**src/rtl/uart_pkg.sv**
```systemverilog
// rtl/uart_pkg.sv - shared types, constants and parity helper for the UART receiver
package uart_pkg;

  typedef enum logic [2:0] {IDLE, START, DATA, PARITY, STOP} rx_state_t;

  localparam int TICKS_PER_BIT = 16;
  localparam int TICK_W        = $clog2(TICKS_PER_BIT);

  // Nonzero when the received parity bit disagrees with the data under the chosen sense.
  function automatic logic parity_error(input logic [7:0] data, input logic sample,
                                        input logic odd_n_even);
    return sample ^ (^data) ^ odd_n_even;
  endfunction

endpackage

```
**src/rtl/uart_rx_sync.sv**
```systemverilog
// rtl/uart_rx_sync.sv - rx synchroniser and per-bit decision
// UART_RX_MAJORITY_VOTE_EN: decision is the 2-of-3 vote of the last three tick samples.
module uart_rx_sync #(
  parameter int SYNC_STAGES = 2
) (
  input  logic clk,
  input  logic reset_n,
  input  logic baud_clock,
  input  logic rx,
  output logic sample_o,
  output logic bit_o
);

  logic [SYNC_STAGES-1:0] sync_q;

  always_ff @(posedge clk or negedge reset_n) begin
    if (!reset_n) sync_q <= '1;
    else          sync_q <= {sync_q[SYNC_STAGES-2:0], rx};
  end

  assign sample_o = sync_q[SYNC_STAGES-1];

`ifdef UART_RX_MAJORITY_VOTE_EN
  // Holds the samples from the two previous ticks; the current sample is the third voter.
  logic [1:0] vote_q;

  always_ff @(posedge clk or negedge reset_n) begin
    if (!reset_n)        vote_q <= 2'b11;
    else if (baud_clock) vote_q <= {vote_q[0], sample_o};
  end

  assign bit_o = (vote_q[1] & vote_q[0]) | (vote_q[1] & sample_o) | (vote_q[0] & sample_o);
`else
  logic unused_baud_clock;
  assign unused_baud_clock = baud_clock;
  assign bit_o = sample_o;
`endif

endmodule

```
**src/rtl/uart_rx_oversample.sv**
```systemverilog
// rtl/uart_rx_oversample.sv - 16x oversampling UART receiver with single-byte holding register
// UART_RX_MAJORITY_VOTE_EN: bit decisions move one tick later to use the 2-of-3 vote.
module uart_rx_oversample
  import uart_pkg::*;
#(
  parameter int MID_TICK    = 7,
  parameter int SYNC_STAGES = 2
) (
  input  logic       clk,
  input  logic       reset_n,
  input  logic       baud_clock,
  input  logic       rx,
  input  logic       bit8,
  input  logic       parity_en,
  input  logic       odd_n_even,
  input  logic       read_rx_byte,
  output logic [7:0] rx_data,
  output logic       rx_ready,
  output logic       parity_err,
  output logic       framing_err,
  output logic       overflow
);

`ifdef UART_RX_MAJORITY_VOTE_EN
  localparam int VOTE_LAT = 1;
`else
  localparam int VOTE_LAT = 0;
`endif
  localparam logic [TICK_W-1:0] DEC_TICK = TICK_W'(MID_TICK + VOTE_LAT);

  rx_state_t         state_q;
  logic [TICK_W-1:0] tick_q, tick_d;
  logic [2:0]        bit_q, last_bit;
  logic [7:0]        shift_q;
  logic              perr_q, prev_q;
  logic [7:0]        rx_data_q;
  logic              rx_ready_q, parity_err_q, framing_err_q, overflow_q;
  logic              sample, bit_v, dec;

  uart_rx_sync #(.SYNC_STAGES(SYNC_STAGES)) u_sync (
    .clk       (clk),
    .reset_n   (reset_n),
    .baud_clock(baud_clock),
    .rx        (rx),
    .sample_o  (sample),
    .bit_o     (bit_v)
  );

  assign tick_d   = tick_q + TICK_W'(1);
  assign last_bit = bit8 ? 3'd7 : 3'd6;
  assign dec      = (tick_q == DEC_TICK);

  always_ff @(posedge clk or negedge reset_n) begin
    if (!reset_n) begin
      state_q       <= IDLE;
      tick_q        <= '0;
      bit_q         <= '0;
      shift_q       <= '0;
      perr_q        <= 1'b0;
      prev_q        <= 1'b1;
      rx_data_q     <= '0;
      rx_ready_q    <= 1'b0;
      parity_err_q  <= 1'b0;
      framing_err_q <= 1'b0;
      overflow_q    <= 1'b0;
    end else begin
      if (read_rx_byte) begin
        rx_ready_q    <= 1'b0;
        parity_err_q  <= 1'b0;
        framing_err_q <= 1'b0;
        overflow_q    <= 1'b0;
      end
      if (baud_clock) begin
        prev_q <= sample;
        tick_q <= tick_d;
        unique case (state_q)
          IDLE: if (prev_q && !sample) begin
            state_q <= START;
            tick_q  <= '0;
          end
          START: if (dec) begin
            if (!bit_v) begin
              state_q <= DATA;
              bit_q   <= '0;
              shift_q <= '0;
              perr_q  <= 1'b0;
            end else begin
              state_q <= IDLE;
            end
          end
          DATA: if (dec) begin
            shift_q[bit_q] <= bit_v;
            if (bit_q >= last_bit) begin
              bit_q   <= '0;
              state_q <= parity_en ? PARITY : STOP;
            end else begin
              bit_q <= bit_q + 3'd1;
            end
          end
          PARITY: if (dec) begin
            perr_q  <= parity_error(shift_q, bit_v, odd_n_even);
            state_q <= STOP;
          end
          STOP: if (dec) begin
            // A completing byte outranks a same-cycle read: the new byte stays pending.
            rx_data_q     <= shift_q;
            parity_err_q  <= perr_q;
            framing_err_q <= ~bit_v;
            rx_ready_q    <= 1'b1;
            if (rx_ready_q && !read_rx_byte) overflow_q <= 1'b1;
            state_q <= IDLE;
          end
          default: state_q <= IDLE;
        endcase
      end
    end
  end

  assign rx_data     = rx_data_q;
  assign rx_ready    = rx_ready_q;
  assign parity_err  = parity_err_q;
  assign framing_err = framing_err_q;
  assign overflow    = overflow_q;

endmodule

```
**config.mk**
```make
export PLATFORM = sky130hd
export DESIGN_NAME = uart_rx_oversample
export DESIGN_NICKNAME = d
export VERILOG_FILES = /design/src/rtl/uart_pkg.sv /design/src/rtl/uart_rx_sync.sv /design/src/rtl/uart_rx_oversample.sv
export SDC_FILE = /design/constraint.sdc
export NUM_CORES = 1
export LEC_CHECK = 0
export ABC_AREA = 1
export CORE_AREA = 2 2 81 83
export CTS_CLUSTER_SIZE = 24
export DETAILED_ROUTE_END_ITERATION = 10
export DIE_AREA = 0 0 83 85
export GPL_TIMING_DRIVEN = 0
export PLACE_DENSITY = 0.47
export SLEW_MARGIN = 20
export SYNTH_ARGS = -nofsm -noshare
export SYNTH_HDL_FRONTEND = slang
export SYNTH_HIERARCHICAL = 1
export SYNTH_SLANG_ARGS = --single-unit
```
**constraint.sdc**
```tcl
create_clock -name clk -period 1.7 [get_ports clk]
set_clock_uncertainty 0.15 [all_clocks]
set_input_delay 0.34 -clock clk [delete_from_list [all_inputs] [get_ports clk]]
set_output_delay 0.34 -clock clk [all_outputs]
set_load 0.03 [all_outputs]
```
==> qor.txt <==
Run status: completed
Worst-margin pin slew: 0.337 ns
Post-synthesis mux area share: 0%
Hold Path Class: in2reg
Slew headroom: 77.4%
Final Max Slew Viols: 0
Area Overhead vs Synth: 26.4%
Largest net degree at the start of global routing: 29
Initial core utilization: 29.0%
Post-Syn Area per Cell: 7.56 sq um
Post-route clock period utilization: 95.8%
Compound-Gate Fraction of Synth Area: 9.87%
Critical path's top delay family: flip-flops
Max-cap violations: 0
Vias in the first global route: 1505
Worst setup EP type: flip-flop
Gate Count Post-Synth: 238
Final setup fails: 0
Die height: 85 microns
RSZ-0062 raised after global routing: yes
Worst-Skew Late Latency: 0.29 ns
Post-synthesis adder-cell area fraction: 2.09%
Antenna violations before repair: 0
Max Freq: 614 MHz
Post-Place Cells: 334
Share of cells above drive strength 1: 16.2%
Hold slack final: 0.142 ns
#FFs+latches synth: 34
I/O pin total: 20
GPL Wtd Cong: 0.783
H-tree Lvls: 2
Power Dens Cells: 1090 nW/um^2
Met2 Use GR: 17.9%
TritonRoute pass-1 iters: 4
Worst setup SP type: flip-flop
Yosys Warn Count: 6
Antenna Nets Post-Route: 0
CTS root buffer: clkbuf_8
Cts bufs inserted: 5
Core area: 6200 sq um
Nets@finish: 281
Drt via density: 4.40
Sequential area share after synthesis: 47.5%
VDD IR max: 0.370 mV
CTS tree: done
Via Count: 1530
Routed wire length: 3740 microns
Setup CP Type: reg2reg
Ant diodes: 0
Final Non-Filler Cells: 348
Period minus WS final: 1.63 ns
Cell Area, Placed: 2090 sq um
Leakage: 1.17 nW
Die ar.: 7060 sq um
Overflow after GRT: 0
Critical path arrival: 1.65 ns
Finished Core Util: 36.7%
Global-route wire length before repair: 6700 microns
WP data required: 1.73 ns
CTS sink count: 34
Slowest cell on crit path: dfrtp_1
Clk slew on worst S/H paths: 0.07 ns
Gr busiest metal: met2
Grt met3 use: 2.24%
Port bufs: 18
Most frequent cells in the layout: nand2_1 (92), dfrtp_1 (30), inv_1 (22)
Mapped cell area: 1800 sq um
Gr usage total: 11.4%
Buf+Inv Stages, Crit Path: 2
First DRT Iteration DRCs: 47
Largest family of logic cells by synthesized area: simple AND/OR/NAND/NOR gates
Row count: 29
Routed len/inst: 10.8 microns
Max stage delay on crit path: 0.42 ns
DP Wirelength: 2710 microns
Final Hold Fails: 0
Die width: 83 microns
Clock Path Buffers: 2
Drc violations: 0
Top cell by count, worst path: nand2_1
Xor and xnor area share after synthesis: 1.95%
Most common cell after layout, fill and taps aside: nand2_1
Grt met1 use: 15.7%
Final Instance Area: 2270 sq um
Pwr Total: 0.00248 W
Simple-gate share of the synthesized area: 30.7%
Syn nets: 249
Netlist cell types: 24
Crit Path Max Fanout: 5
Cells along the critical path: ha_4 -> nand3_4 -> nor2_4 -> inv_4 -> a21oi_4 -> buf_4 -> o21ai_1 -> nand2_1 -> nand2_1
registers in the layout (all words and copies together) (netlist names):
register       cells
rx_data            8
shift_q            8
tick_q             4
bit_q              3
state_q            3
u_sync/sync_q      2
framing_err        1
overflow           1
parity_err         1
perr_q             1
prev_q             1
rx_ready           1
report_power, final:
| group | internal [W] | switching (W) |
|---|---|---|
| clock network | 0.000326 | 0.000311 |
| logic | 0.000292 | 0.000488 |
| registers | 0.000932 | 0.000130 |
per-stage QoR:
stage               TNS (ns)  setup WS, ns
detailed placement     -1.21        -0.217
CTS                        0        0.0148
global placement      -25.14        -0.739
finish                     0        0.0715
floorplan                  0         0.141
global route          -0.133       -0.0278
final timing paths:
| check | startpoint | to | slack (ns) | depth (start not counted) |
|---|---|---|---|---|
| worst max-delay path | tick_q[0] | shift_q[0] | 0.07 | 9 |
| worst min-delay path | baud_clock | prev_q | 0.14 | 2 |
| worst max register to register | tick_q[0] | shift_q[0] | 0.07 | 9 |
| worst min register to register | u_sync/sync_q[0] | u_sync/sync_q[1] | 0.21 | 0 |
| max in group asynchronous | reset_n | prev_q | 0.66 | 3 |
| min in group asynchronous | reset_n | shift_q[7] | 0.27 | 2 |
synthesized netlist by cell type:
cell type / instances / share of area, %
a21oi_1: 6 / 1.7
nand3_2: 2 / 1.1
a211oi_1: 1 / 0.42
nand2_1: 94 / 20
ha_1: 3 / 2.1
nand2_2: 1 / 0.35
inv_1: 24 / 5.0
buf_4: 3 / 1.3
nor3_4: 1 / 0.90
nor3_1: 6 / 1.7
nor2_4: 2 / 1.3
xnor2_1: 2 / 0.97
o21ai_0: 13 / 3.6
dfrtp_1: 31 / 43
a21oi_2: 1 / 0.49
o21ai_1: 12 / 3.3
xor2_1: 2 / 0.97
a31oi_1: 1 / 0.35
inv_2: 4 / 0.83
nand3_1: 12 / 3.3
dfstp_2: 3 / 4.4
nor2_1: 10 / 2.1
nand4_1: 1 / 0.35
buf_2: 3 / 0.83
routing by layer:
layer	up-vias	wire length, microns
met2	22	1620
met1	682	1970
met3	4	97
met5	-	0
met4	0	50
li1	822	-
layout make-up:
type,instances,area (sq um)
buffer,6,41.3
clock buffer,6,82.6
clock inverter,2,12.5
fill,664,3930
inverter,28,108
multi-input combinational,170,851
sequential,34,856
tap,77,96.3
timing repair buffer,25,228
kinds of logic after synthesis:
kind of cell,Yosys count
AOI/OAI and AO/OA,34
xor gates and xnor gates,4
adders and majority gates,3
buffers and inverters,34
DFF,34
and+or+nand+nor,129
what timing repair did:
action,CTS,global route
pin swaps,0,8
setup endpoints to repair,18,20
hold endpoints to repair,23,0
gates resized for setup,13,18
cloned,0,1
hold buffers,1,0
buffers inserted,1,3
Note: power is estimated with default switching activity, not from simulation.
